<file path="config.mk">
export PLATFORM = sky130hd
export DESIGN_NAME = mem_arbiter
export DESIGN_NICKNAME = d
export VERILOG_FILES = /design/src/rtl/mem_arbiter.sv
export SDC_FILE = /design/constraint.sdc
export NUM_CORES = 1
export LEC_CHECK = 0
export ABC_AREA = 1
export BUFFER_PORTS_ARGS = -buffer_cell sky130_fd_sc_hd__buf_2
export CAP_MARGIN = 20
export CORE_MARGIN = 4
export CORE_UTILIZATION = 25
export DETAILED_ROUTE_END_ITERATION = 10
export GPL_ROUTABILITY_DRIVEN = 0
export GPL_TIMING_DRIVEN = 0
export SYNTH_ARGS = -nofsm -noshare
export SYNTH_HDL_FRONTEND = slang
export SYNTH_SLANG_ARGS = --single-unit
</file>
<file path="constraint.sdc">
create_clock -name clk -period 1.4 [get_ports clk]
set_clock_uncertainty 0.15 [all_clocks]
set_input_delay 0.28 -clock clk [delete_from_list [all_inputs] [get_ports clk]]
set_output_delay 0.28 -clock clk [all_outputs]
set_load 0.05 [all_outputs]
</file>
<file path="src/rtl/mem_arbiter.sv">
// Two-requester (IFU/LSU) single-port memory arbiter with one transaction in flight.
// Round-robin on ties; all memory-side and response outputs are registered.
module mem_arbiter #(
    parameter int ADDR_WIDTH = 32,
    parameter int DATA_WIDTH = 32
) (
    input  logic                    clk,
    input  logic                    rst,

    input  logic                    ifu_req_valid,
    output logic                    ifu_req_ready,
    input  logic [ADDR_WIDTH-1:0]   ifu_req_addr,
    output logic                    ifu_rsp_valid,
    output logic [DATA_WIDTH-1:0]   ifu_rsp_data,

    input  logic                    lsu_req_valid,
    output logic                    lsu_req_ready,
    input  logic [ADDR_WIDTH-1:0]   lsu_req_addr,
    input  logic                    lsu_req_wen,
    input  logic [DATA_WIDTH-1:0]   lsu_req_wdata,
    input  logic [DATA_WIDTH/8-1:0] lsu_req_wmask,
    output logic                    lsu_rsp_valid,
    output logic [DATA_WIDTH-1:0]   lsu_rsp_data,

    output logic                    mem_req_valid,
    input  logic                    mem_req_ready,
    output logic [ADDR_WIDTH-1:0]   mem_req_addr,
    output logic                    mem_req_wen,
    output logic [DATA_WIDTH-1:0]   mem_req_wdata,
    output logic [DATA_WIDTH/8-1:0] mem_req_wmask,
    input  logic                    mem_rsp_valid,
    input  logic [DATA_WIDTH-1:0]   mem_rsp_data
);

    typedef enum logic [1:0] {ST_IDLE, ST_REQ, ST_RESP} state_t;
    typedef enum logic {SRC_IFU, SRC_LSU} src_t;

    state_t                    r_state;
    src_t                      r_owner;
    src_t                      r_last_grant;
    logic                      r_mem_req_valid;
    logic [ADDR_WIDTH-1:0]     r_mem_req_addr;
    logic                      r_mem_req_wen;
    logic [DATA_WIDTH-1:0]     r_mem_req_wdata;
    logic [DATA_WIDTH/8-1:0]   r_mem_req_wmask;
    logic                      r_ifu_rsp_valid;
    logic [DATA_WIDTH-1:0]     r_ifu_rsp_data;
    logic                      r_lsu_rsp_valid;
    logic [DATA_WIDTH-1:0]     r_lsu_rsp_data;

    logic w_idle;
    logic w_ifu_win;
    logic w_lsu_win;

    // On a tie the requester that did not win last time gets the bus.
    assign w_idle    = (r_state == ST_IDLE);
    assign w_ifu_win = w_idle && ifu_req_valid && (!lsu_req_valid || r_last_grant == SRC_LSU);
    assign w_lsu_win = w_idle && lsu_req_valid && (!ifu_req_valid || r_last_grant == SRC_IFU);

    assign ifu_req_ready = w_ifu_win;
    assign lsu_req_ready = w_lsu_win;

    assign mem_req_valid = r_mem_req_valid;
    assign mem_req_addr  = r_mem_req_addr;
    assign mem_req_wen   = r_mem_req_wen;
    assign mem_req_wdata = r_mem_req_wdata;
    assign mem_req_wmask = r_mem_req_wmask;
    assign ifu_rsp_valid = r_ifu_rsp_valid;
    assign ifu_rsp_data  = r_ifu_rsp_data;
    assign lsu_rsp_valid = r_lsu_rsp_valid;
    assign lsu_rsp_data  = r_lsu_rsp_data;

    // NOTE: sequential state uses non-blocking assignments only, so every register
    // samples the pre-edge value of every other register regardless of statement order.
    always_ff @(posedge clk) begin
        if (rst) begin
            r_state         <= ST_IDLE;
            r_owner         <= SRC_IFU;
            r_last_grant    <= SRC_LSU;
            r_mem_req_valid <= 1'b0;
            r_mem_req_addr  <= '0;
            r_mem_req_wen   <= 1'b0;
            r_mem_req_wdata <= '0;
            r_mem_req_wmask <= '0;
            r_ifu_rsp_valid <= 1'b0;
            r_ifu_rsp_data  <= '0;
            r_lsu_rsp_valid <= 1'b0;
            r_lsu_rsp_data  <= '0;
        end else begin
            r_ifu_rsp_valid <= 1'b0;
            r_lsu_rsp_valid <= 1'b0;
            case (r_state)
                ST_IDLE: begin
                    if (w_ifu_win) begin
                        r_mem_req_addr  <= ifu_req_addr;
                        r_mem_req_wen   <= 1'b0;
                        r_mem_req_wdata <= '0;
                        r_mem_req_wmask <= '0;
                        r_owner         <= SRC_IFU;
                        r_last_grant    <= SRC_IFU;
                        r_mem_req_valid <= 1'b1;
                        r_state         <= ST_REQ;
                    end else if (w_lsu_win) begin
                        r_mem_req_addr  <= lsu_req_addr;
                        r_mem_req_wen   <= lsu_req_wen;
                        r_mem_req_wdata <= lsu_req_wdata;
                        r_mem_req_wmask <= lsu_req_wmask;
                        r_owner         <= SRC_LSU;
                        r_last_grant    <= SRC_LSU;
                        r_mem_req_valid <= 1'b1;
                        r_state         <= ST_REQ;
                    end
                end
                ST_REQ: begin
                    if (mem_req_ready) begin
                        r_mem_req_valid <= 1'b0;
                        r_state         <= ST_RESP;
                    end
                end
                ST_RESP: begin
                    // Responses outside this state are stray and never reach a requester.
                    if (mem_rsp_valid) begin
                        if (r_owner == SRC_IFU) begin
                            r_ifu_rsp_data  <= mem_rsp_data;
                            r_ifu_rsp_valid <= 1'b1;
                        end else begin
                            r_lsu_rsp_data  <= mem_rsp_data;
                            r_lsu_rsp_valid <= 1'b1;
                        end
                        r_state <= ST_IDLE;
                    end
                end
                default: r_state <= ST_IDLE;
            endcase
        end
    end

endmodule

</file>
**Yosys cells after proc, flatten, opt, wreduce, memory -nomap -nowiden**

Index checks and enable logic that the tools add are counted.

- Reduce and logical (&&, ||, !) cells: 17
- Eq/ne operators: 5
- Muxes and demuxes: 20
- Bitwise gates (word level): 4

Operator list:

| cell | number |
|---|---|
| 32-bit two-way mux | 4 |
| 3-bit AND reduction | 4 |
| 1-bit two-way mux | 8 |
| 2-bit two-way mux | 4 |
| 4-bit two-way mux | 2 |
| 2-bit case mux with 3 select lines | 1 |
| 1-bit logical AND | 4 |
| 2-bit != test (second input constant) | 2 |
| 1-bit inverter | 4 |
| 2-bit nonzero test | 2 |
| 3-bit != test (second input constant) | 1 |
| 3-bit OR reduction | 1 |
| 2-bit by 1-bit == test with 1-bit output (second input constant) | 1 |
| 2-bit == test (second input constant) | 1 |
| 1-bit logical NOT | 2 |
| 2-bit logical NOT | 1 |
| 1-bit logical OR | 2 |
| 1-bit case mux with 2 select lines | 1 |
| 2-bit AND reduction | 1 |

- Output and inout port bits: 138
- Register bits after elaboration: 140

**Logic depth before layout (Yosys ltp)**

- Word-level depth: 6
- Depth in mapped cells: 8
- Depth with buffers taken out: 8

**Worst setup path before layout**

Ideal clock, no wire load.

- Path type: register to output
- Start: register r_state[1]
- End: output port ifu_req_ready
- Setup slack: -0.317 ns
- Cell stages (with the launch flop): 6
- Arrival: 1.287 ns
- Data required time: 0.970 ns
- Cells stage by stage: dfxtp_1 > nor2_4 > nand3_2 > buf_2 > buf_2 > inv_1

- Cells in the longest elaborated chain, start to end: 3

Ends and longest elaborated chain:

| what | RTL line | source |
|---|---|---|
| start: declaration | 38 | `state_t r_state;` |
| start signal: assignment | 77 | `r_state <= ST_IDLE;` |
| start signal: assignment | 102 | `r_state <= ST_REQ;` |
| start signal: assignment | 111 | `r_state <= ST_REQ;` |
| 2-bit logical NOT | 56 | `assign w_idle = (r_state == ST_IDLE);` |
| 1-bit logical AND (2 in series) | 57 | `assign w_ifu_win = w_idle && ifu_req_valid && (!lsu_req_valid \|\| r_last_grant == SRC_LSU);` |
| end: declaration | 11 | `output logic ifu_req_ready,` |

Every way passes these cells.

**Worst setup path after layout**

- Start: register r_state[0]
- End: output port ifu_req_ready

The elaborated chain is that of the path after synthesis.

==> metrics.txt <==
Pwr per Cell Area about 1100 nW/µm²; Critical Path RT 0.97 ns; setup tns final -57.52 ns; Syn-to-layout area delta 125%; failing checks setup timing; commonest non-fill, non-tap cell in the layout buf_2; die area 24600 µm²; FP Rows 54; pins over their slew limit 0; 1st-pass router iterations 4; Final WS setup -0.602 ns; hold_ws 0.0223 ns; CTS buffer count 17; Detail Route Antenna Nets 0; Setup-failing EPs final approximately 140; min cycle time layout 2.00 ns; Synth Area per Inst slightly above 7 µm²; Port Buffer Count around 280; Clock Sinks 140; clock latency at the later pin of the worst-skew pair 0.41 ns; Total Power around 13 mW; Placeable Area 21800 µm²; Crit Path Category flop to primary output; crit-path max FO 4; Avg WL per Cell ~18 µm; Final Net Count around 1300; Place WS -0.820 ns; Critical Path End Type primary output; synth unique cells 20; Max IR drop VDD 0.666 mV; Hold/Removal Path Class input pin to flop; Via Count about 7000; syn nets 902; layout cells sized above 1 ~64%; Yosys reg bits 140; RSZ-0062 raised after global routing true; Post-Route WL 26800 µm; Cells after Synth 763; CTS max path bufs 2; Reg clk slew, reported paths roughly 0.06 ns; Die X 157 µm; post-route clock period utilization 143%; Slew HR 37.6%; commonest non-fill, non-tap cells in the layout buf_2, nand2_1, buf_6; initial DRC count 274; Seq/Total Area, Yosys roughly half; remaining global-route overflow 0; io pins around 280; Least-Margin Pin Slew 0.936 ns; detail-routed via count per cell 4.73; Total GRT Usage 19.1%; Mapped Area roughly 5600 µm²; Ys Warns 0; crit start category flop; die height 157 µm; outcome finished, violations left; initial antenna violation count 1; Achievable Freq between 0.4 and 0.5 GHz; first-pass GRT wire length 37000 µm; total number of H-tree levels 4; clock root buffer clkbuf_16; leak pwr 5.35 nW; pin count of the biggest net entering global routing 17; vias in the first global route 6983; r2r setup slk -0.55 ns; Hold Violations, Final 0; CTS tree yes; Starting Density between 20% and 30%; Detailed Place HPWL 14800 µm; max cap viols 0; Critical Path AT 1.57 ns; DRC 0
==> cell usage after synthesis (all sizes together) <==
master / number / area, µm²
a21oi: 39 / 195
buf: 30 / 155
clkbuf: 28 / 105
clkinv: 1 / 3.75
dfxtp: 140 / 2800
inv: 12 / 45.0
nand2: 144 / 541
nand3: 73 / 375
nand3b: 32 / 240
nor2: 197 / 749
nor3: 1 / 5.00
o211ai: 1 / 7.51
o21ai: 65 / 325
==> worst max-delay path: stages, from the launching register on <==
cell and delay, ns:
dfxtp_4 0.36, nor2_4 0.21, nand3_4 0.11, buf_12 0.14, buf_8 0.11, clkinvlp_4 0.08, buf_8 0.14
==> kinds of logic (layout without fill, tap and decap cells) <==
family	Yosys count	after routing	share of synthesized area [%]
buf+inv	71	523	5.57
simple gates	447	447	34.4
flops	140	140	50.5
other cells	0	1	0
compound gates	105	105	9.51
==> registers in the layout, indices dropped and copies added (netlist names) <==
signal / count
mem_req_wdata: 32
ifu_rsp_valid: 1
mem_req_addr: 32
r_owner: 1
r_last_grant: 1
r_state: 2
lsu_rsp_data: 32
mem_req_valid: 1
ifu_rsp_data: 32
mem_req_wen: 1
mem_req_wmask: 4
lsu_rsp_valid: 1
==> per-layer routing <==
metal  vias up  part of all wire [%]  GRT usage (%)
met3        60                   6.2           5.09
met1      3368                    37           21.8
met2       288                    54           35.0
li1       3363                     -              -
met5         -                     0              0
met4         0                   3.0           5.83
==> cell type report <==
cell class                 count  area, µm²
buffer                        52        543
fill                        1750       9330
clock inverter                13        154
multi-input combinational    552       3660
sequential                   140       3040
timing repair buffer         425       4190
clock buffer                  19        453
antenna                        1       2.50
inverter                      13       92.6
tap                          280        350
timing repair inverter         1       16.3
==> final timing paths <==
| check | end | cells after the start | start |
|---|---|---|---|
| worst max-delay path | ifu_req_ready | 6 | r_state[0] |
| worst min-delay path | mem_req_addr[1] | 5 | lsu_req_addr[1] |
| worst min register to register | mem_req_wdata[22] | 2 | mem_req_wdata[22] |
| worst max register to register | lsu_rsp_data[25] | 13 | r_state[1] |
==> stage by stage <==
stage | area [µm²] | std cells | util [%]
after floorplan | 5570 | 763 | -
after global placement | 7300 | 1318 | 33.4
final | 12500 | 1496 | 57.3
after detailed placement | 7300 | 1318 | 33.4
after global routing | 12500 | 1496 | 57.3
after CTS | 11200 | 1478 | 51.4
==> timing repair <==
action                                 4_1_cts  5_1_grt
resized for setup                          614      405
cloned                                      21        1
buffers inserted                            39       33
pin swaps                                   52       61
endpoints found under the hold margin       97        0
setup endpoints to repair                  277      241
hold buffers                                69        0
==> power by group <==
part	internal [mW]	total (mW)	switching, mW
clock	2.76	4.66	1.90
sequential	4.23	4.44	0.213
combinational	1.90	4.33	2.43
(Power assumes the default switching activity.)
